--- config.mk ---
export PLATFORM = sky130hd
export DESIGN_NAME = verificador_gato
export DESIGN_NICKNAME = d
export VERILOG_FILES = /design/src/rtl/verificador_gato.sv
export SDC_FILE = /design/constraint.sdc
export NUM_CORES = 1
export LEC_CHECK = 0
export BUFFER_PORTS_ARGS = -buffer_cell sky130_fd_sc_hd__buf_2
export CORE_MARGIN = 2
export CORE_UTILIZATION = 40
export DETAILED_ROUTE_END_ITERATION = 10
export HOLD_SLACK_MARGIN = 0.12
export PLACE_DENSITY = 0.76
export SYNTH_ARGS = -nofsm -noshare
export SYNTH_HDL_FRONTEND = slang
export SYNTH_SLANG_ARGS = --single-unit
--- constraint.sdc ---
create_clock -name clk -period 1.75 [get_ports clk]
set_input_delay 0.35 -clock clk [delete_from_list [all_inputs] [get_ports clk]]
set_output_delay 0.35 -clock clk [all_outputs]
set_load 0.005 [all_outputs]
--- src/rtl/verificador_gato.sv ---
// Tic-tac-toe result checker: decodes the 3x3 board into per-player win/loss/tie flags
// and line codes, captured into one output register stage on each verifica_status strobe.
module verificador_gato (
    input  logic       clk,
    input  logic       rst_n,
    input  logic       verifica_status,
    input  logic [1:0] reg_c1,
    input  logic [1:0] reg_c2,
    input  logic [1:0] reg_c3,
    input  logic [1:0] reg_c4,
    input  logic [1:0] reg_c5,
    input  logic [1:0] reg_c6,
    input  logic [1:0] reg_c7,
    input  logic [1:0] reg_c8,
    input  logic [1:0] reg_c9,
    output logic       p1_win,
    output logic       p1_loss,
    output logic       p1_tie,
    output logic       p2_win,
    output logic       p2_loss,
    output logic       p2_tie,
    output logic [1:0] linea_horizontal,
    output logic [1:0] linea_vertical,
    output logic [1:0] linea_cruzada
);

    localparam logic [1:0] CodeP1 = 2'b01;
    localparam logic [1:0] CodeP2 = 2'b11;

    logic [8:0][1:0] board;
    assign board = {reg_c9, reg_c8, reg_c7, reg_c6, reg_c5, reg_c4, reg_c3, reg_c2, reg_c1};

    // Line bits: [2:0] rows top..bottom, [5:3] columns left..right, [6] c1-c5-c9, [7] c3-c5-c7
    function automatic logic [7:0] lines_of(input logic [8:0][1:0] b, input logic [1:0] code);
        logic [8:0] m;
        for (int i = 0; i < 9; i++) begin
            m[i] = (b[i] == code);
        end
        return {m[2] & m[4] & m[6], m[0] & m[4] & m[8],
                m[2] & m[5] & m[8], m[1] & m[4] & m[7], m[0] & m[3] & m[6],
                m[6] & m[7] & m[8], m[3] & m[4] & m[5], m[0] & m[1] & m[2]};
    endfunction

    logic [7:0] lines_p1, lines_p2, lines_win;
    logic       any_p1, any_p2, board_full, tie;
    logic [1:0] horiz_d, vert_d, cruz_d;

    always_comb begin
        lines_p1 = lines_of(board, CodeP1);
        lines_p2 = lines_of(board, CodeP2);
        any_p1   = |lines_p1;
        any_p2   = |lines_p2;
        // Bit 0 is set only for the two player codes, so invalid 10 never counts as filled
        board_full = 1'b1;
        for (int i = 0; i < 9; i++) begin
            board_full = board_full & board[i][0];
        end
        tie = ~any_p1 & ~any_p2 & board_full;

        if (any_p1) begin
            lines_win = lines_p1;
        end else if (any_p2) begin
            lines_win = lines_p2;
        end else begin
            lines_win = 8'b0;
        end

        if (lines_win[0]) begin
            horiz_d = 2'b01;
        end else if (lines_win[1]) begin
            horiz_d = 2'b10;
        end else if (lines_win[2]) begin
            horiz_d = 2'b11;
        end else begin
            horiz_d = 2'b00;
        end

        if (lines_win[3]) begin
            vert_d = 2'b01;
        end else if (lines_win[4]) begin
            vert_d = 2'b10;
        end else if (lines_win[5]) begin
            vert_d = 2'b11;
        end else begin
            vert_d = 2'b00;
        end

        if (lines_win[6]) begin
            cruz_d = 2'b01;
        end else if (lines_win[7]) begin
            cruz_d = 2'b10;
        end else begin
            cruz_d = 2'b00;
        end
    end

    always_ff @(posedge clk) begin
        if (!rst_n) begin
            p1_win           <= 1'b0;
            p1_loss          <= 1'b0;
            p1_tie           <= 1'b0;
            p2_win           <= 1'b0;
            p2_loss          <= 1'b0;
            p2_tie           <= 1'b0;
            linea_horizontal <= 2'b00;
            linea_vertical   <= 2'b00;
            linea_cruzada    <= 2'b00;
        end else if (verifica_status) begin
            p1_win           <= any_p1;
            p1_loss          <= ~any_p1 & any_p2;
            p1_tie           <= tie;
            p2_win           <= ~any_p1 & any_p2;
            p2_loss          <= any_p1;
            p2_tie           <= tie;
            linea_horizontal <= horiz_d;
            linea_vertical   <= vert_d;
            linea_cruzada    <= cruz_d;
        end
    end

endmodule

==> results by group <==
Outcome
  – Status: completed

Clocking
  – Num Clock Sinks: 9
  – Clock Path Buffers: 2
  – Post-CTS Hold Fix Bufs: 0
  – CTS tree: built
  – H-tree depth: 1
  – Total CTS buffers: 3
  – Post_cts resized: 0
  – # Post-CTS Setup Buffers: 0
  – Skew-Pair Late Insertion Delay: between 0.2 and 0.3 ns
  – Root Buffer: clkbuf_4
  – Reg clk slew, reported paths: 0.06 ns

Die
  – Horiz. Die Dim: about 47 µm
  – Chip height: ~47 µm
  – DIE AREA: approximately 0.0022 mm²
  – Core area: about 0.0017 mm²
  – Row count: 15
  – I/O Pins: 33
  – Initial Utilization: ~43%

Timing
  – Post-layout minimum cycle time: 1.53 ns
  – RSZ-0062 raised after global routing: no
  – Endpoints failing hold: 0
  – Tightest Pin Transition: 0.412 ns
  – Fmax: between 600 and 700 MHz
  – Worst setup margin: 0.223 ns
  – Max_slew headroom: 72.3%
  – Ratio of final minimum period to clock period: between 80% and 90%
  – Worst Skew: 0 ns
  – Final setup fails: 0
  – Setup TNS: 0 ns
  – Slew Limit Fails: 0
  – Worst hold slack: roughly 0.42 ns

Detailed routing
  – Vias/cell: roughly 5.7
  – Drt pass-1 iters: 4
  – DR vias: between 800 and 900
  – Antenna-violating nets left: 0
  – Avg WL per Cell: about 14 µm
  – Routed WL: ~2.1 mm
  – Starting DRT DRC Count: 35
  – DRC: 0

Logic synthesis
  – Synth Flop Type: dfxtp_1
  – Post-synth top cells: nand2_1, dfxtp_1, nor3_1
  – Register area share after synthesis: 24.2%
  – #FFs+latches synth: 9
  – Mapped cell area: 744 µm²
  – Syn Area/Cell: approximately 7.8 µm²
  – Top-area cell type share of the netlist area: roughly a quarter
  – Post-synth top area cell: dfxtp_1
  – Yosys cell types: 41
  – Top cells by area, synth: dfxtp_1, nand2_1, nor3_1, nor2b_4, nand4b_1
  – Cells after synthesis: 95
  – Most frequent cell after synthesis: nand2_1
  – Post-synth EDFFs: 0
  – Post-synthesis async set-or-reset flop share: 0%
  – Number of synthesis warnings: 0
  – Syn nets: 116

Pwr
  – Sequential power share: a little over two fifths
  – Int Pwr: 355 µW
  – Peak VDD IR: 0.000555 V
  – PD cells: between 500 and 600 mW/mm²
  – Switch share: around 29%
  – Comb pwr share: between 20% and 30%
  – Leakage power: 0.456 nW
  – Clk pwr share: approximately 32%
  – Sw Pwr: between 100 and 150 µW

Critical path
  – Critical path required time: between 1.5 and 2 ns
  – CP arrival: about 1.7 ns
  – Critical path endpoint category: flip-flop
  – Buf/Inv on CP: 1
  – CP peak stage delay: approximately 0.53 ns
  – Crit-path max FO: 7
  – Kind of start point of the critical path: primary input
  – Slowest-stage cell, CP: or4_4
  – Critical Path, Cell by Cell: buf_2 -> nand2b_1 -> or4_4 -> nand2_4 -> nor4_4 -> a211o_1 -> o22ai_2
  – Crit-path leading delay family: simple AND/OR/NAND/NOR gates
  – WS Path Type: primary input to flip-flop

Global routing
  – Total GRT Usage: about 21%
  – Initial antenna violation count: 0
  – Total gr overflow: 0
  – Largest net degree at the start of global routing: 17
  – Vias in the first global route: 792
  – First-pass GRT wire length: 3.28 mm

Placed design
  – RePlAce Congestion: slightly above 0.9
  – Post-DP HPWL: 1.71 mm
  – I/O Buffers: 32
  – Pre-CTS setup slack: -0.0313 ns

Final layout
  – Synthesis-to-layout area growth: 31.4%
  – ANT cells: 0
  – Util after Layout: between 50% and 60%
  – Share of post-route cells with drive strength above 1: about two fifths
  – Final #Nets: ~150

Worst hold path
  – HP Class: primary input to flip-flop

Flow run
  – Max_cap viols: 0
==> layout make-up <==
class	count	area (µm²)
multi-input cells	80	531
clock buffers	3	22.5
flip-flops and latches	9	180
repair buffers	38	205
clock inverters	1	5.00
inverters	1	3.75
fillers	158	767
well taps	25	31.3
==> cells in the final DEF, fill, tap and decap left out, drive strengths merged, types with 2 or more instances in the layout <==
cell / count
nor2: 5
nor3: 9
nand4: 3
o21ai: 4
nand3: 4
and2b: 3
buf: 38
clkbuf: 3
dfxtp: 9
nand2: 19
a21oi: 2
nand4b: 3
a21boi: 2
nor4: 3
nand3b: 2
nand2b: 3
o22ai: 2
nor2b: 3
==> kinds of logic after synthesis <==
kind of cell,after synthesis,share of synthesized area [%]
flops,9,24.2
simple gates,63,54.1
compound gates,17,17.1
buf+inv,6,4.54
==> state kept, by name (all words and copies together) (netlist names) <==
name / count
p2_tie: 1
p2_loss: 1
linea_horizontal: 2
linea_vertical: 2
p2_win: 1
linea_cruzada: 2
==> per-stage QoR <==
step	cell area, µm²	total power [mW]	std cells
3_3_place_gp	951	0.342	153
2_1_floorplan	744	0.285	95
3_5_place_dp	951	0.345	153
6_report	978	0.503	157
5_1_grt	978	0.530	157
4_1_cts	978	0.505	157
==> worst min-delay path, stage by stage <==
cell,delay (ns)
buf_2,0.16
o21ai_0,0.09
nor2_1,0.04
==> final timing paths <==
kind                            start                   to  slack [ns]  depth (start not counted)
hold / removal                  rst_n     linea_cruzada[0]        0.42                          3
setup / recovery            reg_c5[1]    linea_vertical[0]        0.22                          7
setup reg to reg    linea_vertical[0]    linea_vertical[0]        0.81                          3
hold reg to reg   linea_horizontal[1]  linea_horizontal[1]        0.47                          2
==> routing by layer <==
layer / wire length (µm) / up-vias / share of wire (%) / GRT usage, %
met5: 0 / - / 0 / 0
met4: 54 / 0 / 2.5 / 8.33
met1: 834 / 410 / 39 / 24.2
li1: - / 424 / - / -
met3: 186 / 6 / 8.7 / 6.54
met2: 1050 / 48 / 49 / 34.5
==> power groups by stage <==
stage | Sequential [mW] | Clock [mW] | Combinational (mW)
2_1_floorplan | 0.221 | 0 | 0.0644
3_3_place_gp | 0.220 | 0 | 0.122
3_5_place_dp | 0.220 | 0 | 0.125
4_1_cts | 0.215 | 0.165 | 0.125
5_1_grt | 0.216 | 0.177 | 0.137
6_report | 0.215 | 0.161 | 0.126
(Power assumes the default switching activity.)
